`src/rtl/pipeline_pkg.sv`:
```
// Shared definitions for the pipeline control blocks: hazard-controller
// states, the architectural zero register, and the decoder's opcode values.
package pipeline_pkg;

    typedef enum logic [1:0] {
        ST_RUN    = 2'd0,
        ST_DRAIN  = 2'd1,
        ST_HALTED = 2'd2
    } hz_state_e;

    localparam logic [4:0] REG_ZERO = 5'd0;

    // Opcodes as decoded upstream; HALT is the custom all-ones opcode.
    localparam logic [6:0] OP_LOAD   = 7'b0000011;
    localparam logic [6:0] OP_STORE  = 7'b0100011;
    localparam logic [6:0] OP_OPIMM  = 7'b0010011;
    localparam logic [6:0] OP_OP     = 7'b0110011;
    localparam logic [6:0] OP_BRANCH = 7'b1100011;
    localparam logic [6:0] OP_JALR   = 7'b1100111;
    localparam logic [6:0] OP_JAL    = 7'b1101111;
    localparam logic [6:0] HALT      = 7'b1111111;

endpackage

```
`src/rtl/perf_counter.sv`:
```
// Enable-gated free-running counter with synchronous reset; wraps to zero
// after the all-ones value.
module perf_counter #(
    parameter int W = 32
) (
    input  logic         clk,
    input  logic         reset,
    input  logic         en_i,
    output logic [W-1:0] count_o
);

    logic [W-1:0] count_q;
    logic [W-1:0] count_d;

    // Next value: advance by one when enabled; natural overflow gives the wrap.
    always_comb begin
        count_d = en_i ? count_q + W'(1) : count_q;
    end

    // Count register with synchronous clear.
    // NOTE: sequential state uses non-blocking assignments so every flop
    // samples its inputs from before the edge, independent of block order.
    always_ff @(posedge clk) begin
        if (reset) begin
            count_q <= '0;
        end else begin
            count_q <= count_d;
        end
    end

    assign count_o = count_q;

endmodule

```
`src/rtl/pipeline_hazard_ctrl.sv`:
```
// ID-stage hazard controller: load-use stalls, EX redirects and halt drain,
// plus cycle/stall/flush performance counters.
module pipeline_hazard_ctrl
    import pipeline_pkg::*;
#(
    parameter int DRAIN_CYCLES = 3,
    parameter int CNT_W        = 32
) (
    input  logic             clk,
    input  logic             reset,
    input  logic             id_halt,
    input  logic [4:0]       id_rs1,
    input  logic [4:0]       id_rs2,
    input  logic             ex_mem_read,
    input  logic [4:0]       ex_rd,
    input  logic             ex_redirect,
    output logic             pc_write,
    output logic             if_id_write,
    output logic             if_id_flush,
    output logic             id_ex_flush,
    output logic             halted,
    output logic [CNT_W-1:0] cycle_count,
    output logic [CNT_W-1:0] stall_count,
    output logic [CNT_W-1:0] flush_count
);

    localparam logic [2:0] DRAIN_LAST = 3'(DRAIN_CYCLES - 1);

    hz_state_e  state_q, state_d;
    logic [2:0] dcnt_q, dcnt_d;
    logic       luse;
    logic       cycle_en, stall_en, flush_en;

    // A load in EX writing a register that ID reads cannot forward in time.
    assign luse = ex_mem_read && (ex_rd != REG_ZERO) &&
                  ((ex_rd == id_rs1) || (ex_rd == id_rs2));

    // Next-state and control outputs; RUN is purely combinational from inputs.
    // NOTE: every output and next-state signal gets a default first, so no
    // path through the case/if tree can leave one unassigned (no latches).
    always_comb begin
        state_d     = state_q;
        dcnt_d      = dcnt_q;
        pc_write    = 1'b0;
        if_id_write = 1'b0;
        if_id_flush = 1'b0;
        id_ex_flush = 1'b1;
        halted      = 1'b0;
        cycle_en    = 1'b0;
        stall_en    = 1'b0;
        flush_en    = 1'b0;

        if (reset) begin
            // Hold both pipeline registers as bubbles until reset releases.
            if_id_flush = 1'b1;
        end else begin
            unique case (state_q)
                ST_RUN: begin
                    cycle_en = 1'b1;
                    if (ex_redirect) begin
                        // Wrong-path instructions in IF and ID are squashed.
                        pc_write    = 1'b1;
                        if_id_write = 1'b1;
                        if_id_flush = 1'b1;
                        flush_en    = 1'b1;
                    end else if (luse) begin
                        // Freeze PC and IF/ID, send a bubble into EX.
                        stall_en = 1'b1;
                    end else if (id_halt) begin
                        // Let the halt move into EX; nothing younger follows it.
                        if_id_write = 1'b1;
                        if_id_flush = 1'b1;
                        id_ex_flush = 1'b0;
                        state_d     = ST_DRAIN;
                        dcnt_d      = DRAIN_LAST;
                    end else begin
                        pc_write    = 1'b1;
                        if_id_write = 1'b1;
                        id_ex_flush = 1'b0;
                    end
                end
                ST_DRAIN: begin
                    cycle_en = 1'b1;
                    if (dcnt_q == 3'd0) begin
                        state_d = ST_HALTED;
                    end else begin
                        dcnt_d = dcnt_q - 3'd1;
                    end
                end
                ST_HALTED: begin
                    halted = 1'b1;
                end
                default: begin
                    state_d = ST_RUN;
                end
            endcase
        end
    end

    // State and drain-counter registers.
    always_ff @(posedge clk) begin
        if (reset) begin
            state_q <= ST_RUN;
            dcnt_q  <= 3'd0;
        end else begin
            state_q <= state_d;
            dcnt_q  <= dcnt_d;
        end
    end

    perf_counter #(.W(CNT_W)) u_cycle_cnt (
        .clk     (clk),
        .reset   (reset),
        .en_i    (cycle_en),
        .count_o (cycle_count)
    );

    perf_counter #(.W(CNT_W)) u_stall_cnt (
        .clk     (clk),
        .reset   (reset),
        .en_i    (stall_en),
        .count_o (stall_count)
    );

    perf_counter #(.W(CNT_W)) u_flush_cnt (
        .clk     (clk),
        .reset   (reset),
        .en_i    (flush_en),
        .count_o (flush_count)
    );

endmodule

```
`config.mk`:
```
export PLATFORM = sky130hd
export DESIGN_NAME = pipeline_hazard_ctrl
export DESIGN_NICKNAME = d
export VERILOG_FILES = /design/src/rtl/pipeline_pkg.sv /design/src/rtl/perf_counter.sv /design/src/rtl/pipeline_hazard_ctrl.sv
export SDC_FILE = /design/constraint.sdc
export NUM_CORES = 1
export LEC_CHECK = 0
export BUFFER_PORTS_ARGS = -buffer_cell sky130_fd_sc_hd__buf_2
export CAP_MARGIN = 15
export CORE_MARGIN = 2
export CORE_UTILIZATION = 45
export DETAILED_ROUTE_END_ITERATION = 10
export PLACE_DENSITY = 0.69
export SYNTH_ARGS = -nofsm -noshare
export SYNTH_HDL_FRONTEND = slang
export SYNTH_SLANG_ARGS = --single-unit
```
`constraint.sdc`:
```
create_clock -name clk -period 6.6 [get_ports clk]
set_clock_uncertainty 0.1 [all_clocks]
set_input_delay 0.99 -clock clk [delete_from_list [all_inputs] [get_ports clk]]
set_output_delay 0.99 -clock clk [all_outputs]
set_load 0.1 [all_outputs]
```
==> impl_metrics.csv, run 1 <==
group,metric,value,unit
cts,cts_hold_buf,0,
hold_path,hold_depth,1,
routing,drcViolationCount,0,
grt,grt_pass1_wl,20700,um
hold_path,min_path_type,"register to register",
setup_path,startpoint_type,"input pin",
final_layout,layout-drive-gt1-share,0.232,
sta,rsz0062_at_grt,"no",
routing,met3_length,612,um
setup_path,path_max_fanout,22,
routing,wl_met2,5690,um
routing,route.antenna.remaining_nets,0,
sta,max-slew-margin-rel,0.473,
cts,clkSlewWorstSetupHoldPaths,60,ps
sta,final-setup-viol-count,0,
die,core_area,11400,sq um
die,ios,121,
cts,htree_levels,3,
sta,timing.final.hold_violations,0,
cts,clockBufferDepth,2,
setup_path,cp_common_cell,"buf_2",
routing,routed.top_layer,"met4",
yosys,synthTopCellsByCount,"dfxtp_1, nor2_1, xor2_1",
yosys,muxShareOfSynthArea,0.0644,
die,die_area,12400,sq um
sta,fin_crit_sh,0.640,
setup_path,path_class,"input pin to output port",
routing,dr.pass1.iters,4,
yosys,synth_most_common_cell,"dfxtp_1",
routing,drt_iter0_markers,377,
yosys,synth_top_family_by_area,"simple AND/OR/NAND/NOR gates",
setup_path,crit_chain,"buf_2 > xor2_1 > nor2_1 > a22oi_2 > buf_4 > nand2b_1 > a311o_1 > buf_2",
flow_run,cap_viol_max_count,0,
setup_path,crit_arrival,3130,ps
die,die_w,112,um
yosys,syn_area,5200,sq um
setup_path,end_kind,"output port",
power,ir_drop,0.250,mV
routing,viasPerCell,5.49,
yosys,synth_seq_cells,101,
yosys,synthSimpleGateAreaFrac,0.352,
yosys,yosysWarnings,0,
setup_path,r2r-start,"state_q[1]",
grt,grt-ovfl-total,0,
routing,vias,4764,
yosys,synth_xor_area_frac,0.106,
yosys,synth_top_area_share,0.388,
final_layout,antennaDiodeCount,0,
die,die_y,112,um
cts,clk_latency,350,ps
grt,grt_usage,0.198,
sta,finalSetupTns,0,ps
placed_design,post-dp-hpwl,8670,um
final_layout,nNetsFinal,745,
run_status,status,"completed",
routing,routed_wl,12100,um
cts,cts.sink_count,101,
setup_path,r2r_end,"u_flush_cnt.count_o[31]",
sta,holdWs,387,ps
final_layout,synthToLayoutAreaGrowth,19.4,%
power,power.density,213,nW/um^2
yosys,synth_fp_nets,643,
setup_path,cp.required,5510,ps
placed_design,io_buffers,120,
yosys,ys_types,50,
die,start_util,0.458,
cts,cts_tree,"built",
setup_path,worst_path_max_delay_cell,"a22oi_2",
final_layout,stdcell_area,6210,sq um
sta,report.final.slew_viol_count,0,
grt,grt_max_degree,81,
setup_path,ff2ff_path_depth,5,
cts,root_buffer,"clkbuf_16",
hold_path,holdPathEnd,"dcnt_q[1]",
placed_design,place_congestion,0.802,
cts,cts_setup_buffers,0,
yosys,synthAdderAreaFrac,0.0120,
yosys,synth_top_area_cell,"dfxtp_1",
yosys,synthCells,618,
yosys,synth-edff-count,0,
yosys,synthTopCellsByArea,"dfxtp_1, xor2_1, nor2_1",
power,power_leakage,0.00258,uW
grt,grt_antenna_before_repair,0,
hold_path,hold_start,"dcnt_q[1]",
placed_design,dp.cells,851,
final_layout,instances_no_fill,867,
setup_path,critical_path.max_stage_delay,640,ps
routing,wire_per_inst,14.0,um
grt,grt_pass1_vias,4425,
sta,fmax,0.237,GHz
setup_path,reg2reg_slack,4020,ps
yosys,synth_compound_area_frac,0.0433,
cts,post_cts_resized,0,
yosys,synth.avg_cell_area,8.42,sq um
yosys,ys_async_sr_fraction,0,
sta,post-route-min-period,4220,ps
die,rows,39,
routing,met1_length,5660,um
yosys,yosysSeqAreaShare,0.388,
cts,cts_inserted_buffers,9,
placed_design,placed_area,5890,sq um
yosys,synth_flop_cell,"dfxtp_1",
sta,worst_slew_pin_slew,790,ps
[cells in the final DEF, fill, tap and decap left out, drive strengths merged, types with 2 or more instances in the layout]
cell    synthesis  routed
or3            11      11
xor2           45      45
ha              5       5
bufinv          0       2
a21oi          16      16
and3           13      13
nand4b          2       2
or2             3       3
nor4b           3       3
nand3          25      25
clkbuf         31      12
dfxtp         101     101
inv             9       9
and2           10      10
o21ai          11      11
nand2          34      34
and4           10      10
nor4           29      29
nor3           23      23
xnor2          18      18
nor2b          35      35
o31ai           3       3
mux2           28      28
nor2           88      88
or4             8       8
buf             4     125
nand3b          2       2
nand4          35      35
nand2b          3       3
mux2i           2       2
[how the worst max path moves through the flow]
stage              from           to  depth (start not counted)  slack [ps]
2_1_floorplan  ex_rd[1]  if_id_write                          5         600
3_3_place_gp   ex_rd[2]  if_id_flush                          8        2420
3_5_place_dp   ex_rd[2]  if_id_flush                          8        2400
4_1_cts        ex_rd[2]  if_id_flush                          8        2400
5_1_grt        ex_rd[1]  if_id_flush                          8        2240
6_report       ex_rd[2]  if_id_flush                          8        2380
[per-layer routing]
| metal | GRT usage | vias to the layer above |
|---|---|---|
| met2 | 0.323 | 118 |
| met4 | 0.0642 | 0 |
| met3 | 0.0512 | 12 |
| li1 | - | 2380 |
| met5 | 0 | - |
| met1 | 0.256 | 2254 |
[worst max-delay path: cells and delay by family]
| family | cells | cell delay (ps) |
|---|---|---|
| AND/OR/NAND/NOR | 2 | 260 |
| AO/OA/AOI/OAI | 2 | 810 |
| buffers and inverters | 3 | 920 |
| XOR/XNOR | 1 | 150 |
[area by class of cell]
| class | instances | area [sq um] |
|---|---|---|
| Clock buffer | 11 | 243 |
| Clock inverter | 4 | 72.6 |
| Fill cell | 1074 | 5150 |
| Inverter | 9 | 33.8 |
| Multi-Input combinational cell | 473 | 3020 |
| Sequential cell | 101 | 2020 |
| Tap cell | 143 | 179 |
| Timing Repair Buffer | 126 | 646 |
[cells by family after synthesis]
kind of cell    count (synthesis)
simple gates                  337
flops                         101
xor+xnor                       63
buf+inv                        44
compound gates                 38
mux                            30
fa+ha+maj                       5
[report_power, final]
part	switching [uW]	internal (uW)	leakage, uW
logic	98.5	30.9	0.00161
registers	10.6	615	0.000815
clock network	227	340	0.000152
[registers in the layout, indices dropped and copies added (netlist names)]
name                 count
u_cycle_cnt.count_o     32
u_flush_cnt.count_o     32
u_stall_cnt.count_o     32
dcnt_q                   3
state_q                  2
[metrics by stage]
stage / util / power, uW / setup WS, ps
floorplan: - / 741 / 602
global placement: 0.518 / 766 / 2420
detailed placement: 0.518 / 770 / 2400
CTS: 0.546 / 1340 / 2400
global route: 0.547 / 1370 / 2240
finish: 0.547 / 1320 / 2380
Note: power is estimated with default switching activity, not from simulation.
==> run 2, diff against run 1 <==
Settings changed: PLACE_DENSITY 0.69 to 0.71.
Clock period 6.6 ns to 3.7 ns, I/O delays scaled along.
==> run 2 against run 1 <==
Critical path depth decreased by 2. Global-route usage decreased by 0.078 points. First-iteration DRC count decreased by 7.2%. Via count increased by 0.55%. Critical endpoint unchanged. Routed wire length increased by 2.9%.
==> impl_metrics.csv, run 2 (synthesis gave the netlist of run 1 again) <==
group,metric,value,unit
final_layout,synthToLayoutAreaGrowth,20.7,%
sta,timing.final.hold_violations,0,
die,ios,121,
flow_run,cap_viol_max_count,0,
cts,post_cts_resized,0,
routing,routed.top_layer,"met4",
grt,grt_max_degree,75,
routing,routed_wl,12500,um
cts,clk_latency,340,ps
final_layout,antennaDiodeCount,0,
power,power_leakage,0.00261,uW
setup_path,startpoint_type,"input pin",
sta,fin_crit_sh,0.790,
setup_path,path_max_fanout,5,
final_layout,layout-drive-gt1-share,0.234,
cts,cts_inserted_buffers,9,
placed_design,post-dp-hpwl,8810,um
cts,htree_levels,3,
sta,rsz0062_at_grt,"no",
sta,holdWs,384,ps
setup_path,cp.required,3040,ps
routing,route.antenna.remaining_nets,0,
routing,met3_length,664,um
sta,max-slew-margin-rel,0.483,
cts,cts.sink_count,101,
placed_design,io_buffers,120,
power,ir_drop,0.482,mV
cts,clkSlewWorstSetupHoldPaths,60,ps
cts,cts_setup_buffers,0,
cts,cts_tree,"built",
cts,cts_hold_buf,0,
setup_path,path_class,"input pin to output port",
sta,report.final.slew_viol_count,0,
die,start_util,0.458,
routing,vias,4790,
sta,worst_slew_pin_slew,769,ps
routing,dr.pass1.iters,5,
routing,drt_iter0_markers,350,
routing,wire_per_inst,14.4,um
hold_path,min_path_type,"register to register",
grt,grt_pass1_vias,4337,
routing,wl_met2,5910,um
grt,grt_antenna_before_repair,0,
routing,met1_length,5700,um
die,core_area,11400,sq um
placed_design,place_congestion,0.805,
die,die_area,12400,sq um
setup_path,crit_arrival,2270,ps
die,rows,39,
sta,finalSetupTns,0,ps
die,die_w,112,um
die,die_y,112,um
routing,drcViolationCount,0,
sta,post-route-min-period,2920,ps
final_layout,final_util,0.552,
sta,final-setup-viol-count,0,
final_layout,layout_commonest_cell,"buf_2",
grt,grt_pass1_wl,20500,um
cts,clockBufferDepth,2,
sta,fmax,0.342,GHz
grt,grt-ovfl-total,0,
setup_path,end_kind,"output port",
final_layout,nNetsFinal,746,
power,power.density,389,nW/um^2
cts,root_buffer,"clkbuf_16",
run_status,status,"completed",
final_layout,layout_common_cells,"buf_2, dfxtp_1, nor2_1",
routing,viasPerCell,5.51,
grt,grt_usage,0.197,
[run 2: final cells by class]
cell class,instances,area [sq um]
clock buffer,12,246
clock inverter,4,95.1
fill,1033,5090
inverter,9,33.8
multi-input combinational,473,3030
sequential,101,2020
tap,143,179
timing repair buffer,127,671
[run 2: critical path, cell delays in order]
cell and delay [ps]:
buf_2 120, or4_1 550, o21a_1 250, nand2b_1 170
a311o_1 200, buf_2 430
[run 2: path summary, 6_finish.rpt]
kind	slack (ps)	cells after the start	endpoint	startpoint
worst min-delay path	380	2	u_flush_cnt.count_o[31]	u_flush_cnt.count_o[31]
worst max-delay path	780	6	if_id_flush	ex_rd[1]
worst min register to register	380	2	u_flush_cnt.count_o[31]	u_flush_cnt.count_o[31]
worst max register to register	1080	5	u_flush_cnt.count_o[29]	state_q[1]
[run 2: where the power goes]
| part | switching [uW] | total (uW) | internal (uW) |
|---|---|---|---|
| Sequential | 20.3 | 1120 | 1100 |
| Clock | 404 | 1080 | 679 |
| Combinational | 180 | 240 | 60.5 |
| Total | 603 | 2440 | 1840 |
[run 2: through the flow]
stage               total power [uW]  area (sq um)  std cells  worst slack (ps)
floorplan                       1320          5220        618               378
global placement                1380          5940        853               827
detailed placement              1380          5940        853               790
CTS                             2470          6280        869               782
global route                    2520          6280        869               681
finish                          2440          6280        869               776
[run 2: per-layer routing]
metal / GRT usage / up-vias
li1: - / 2381
met1: 0.251 / 2258
met2: 0.326 / 134
met3: 0.0468 / 17
met4: 0.0716 / 0
met5: 0 / -
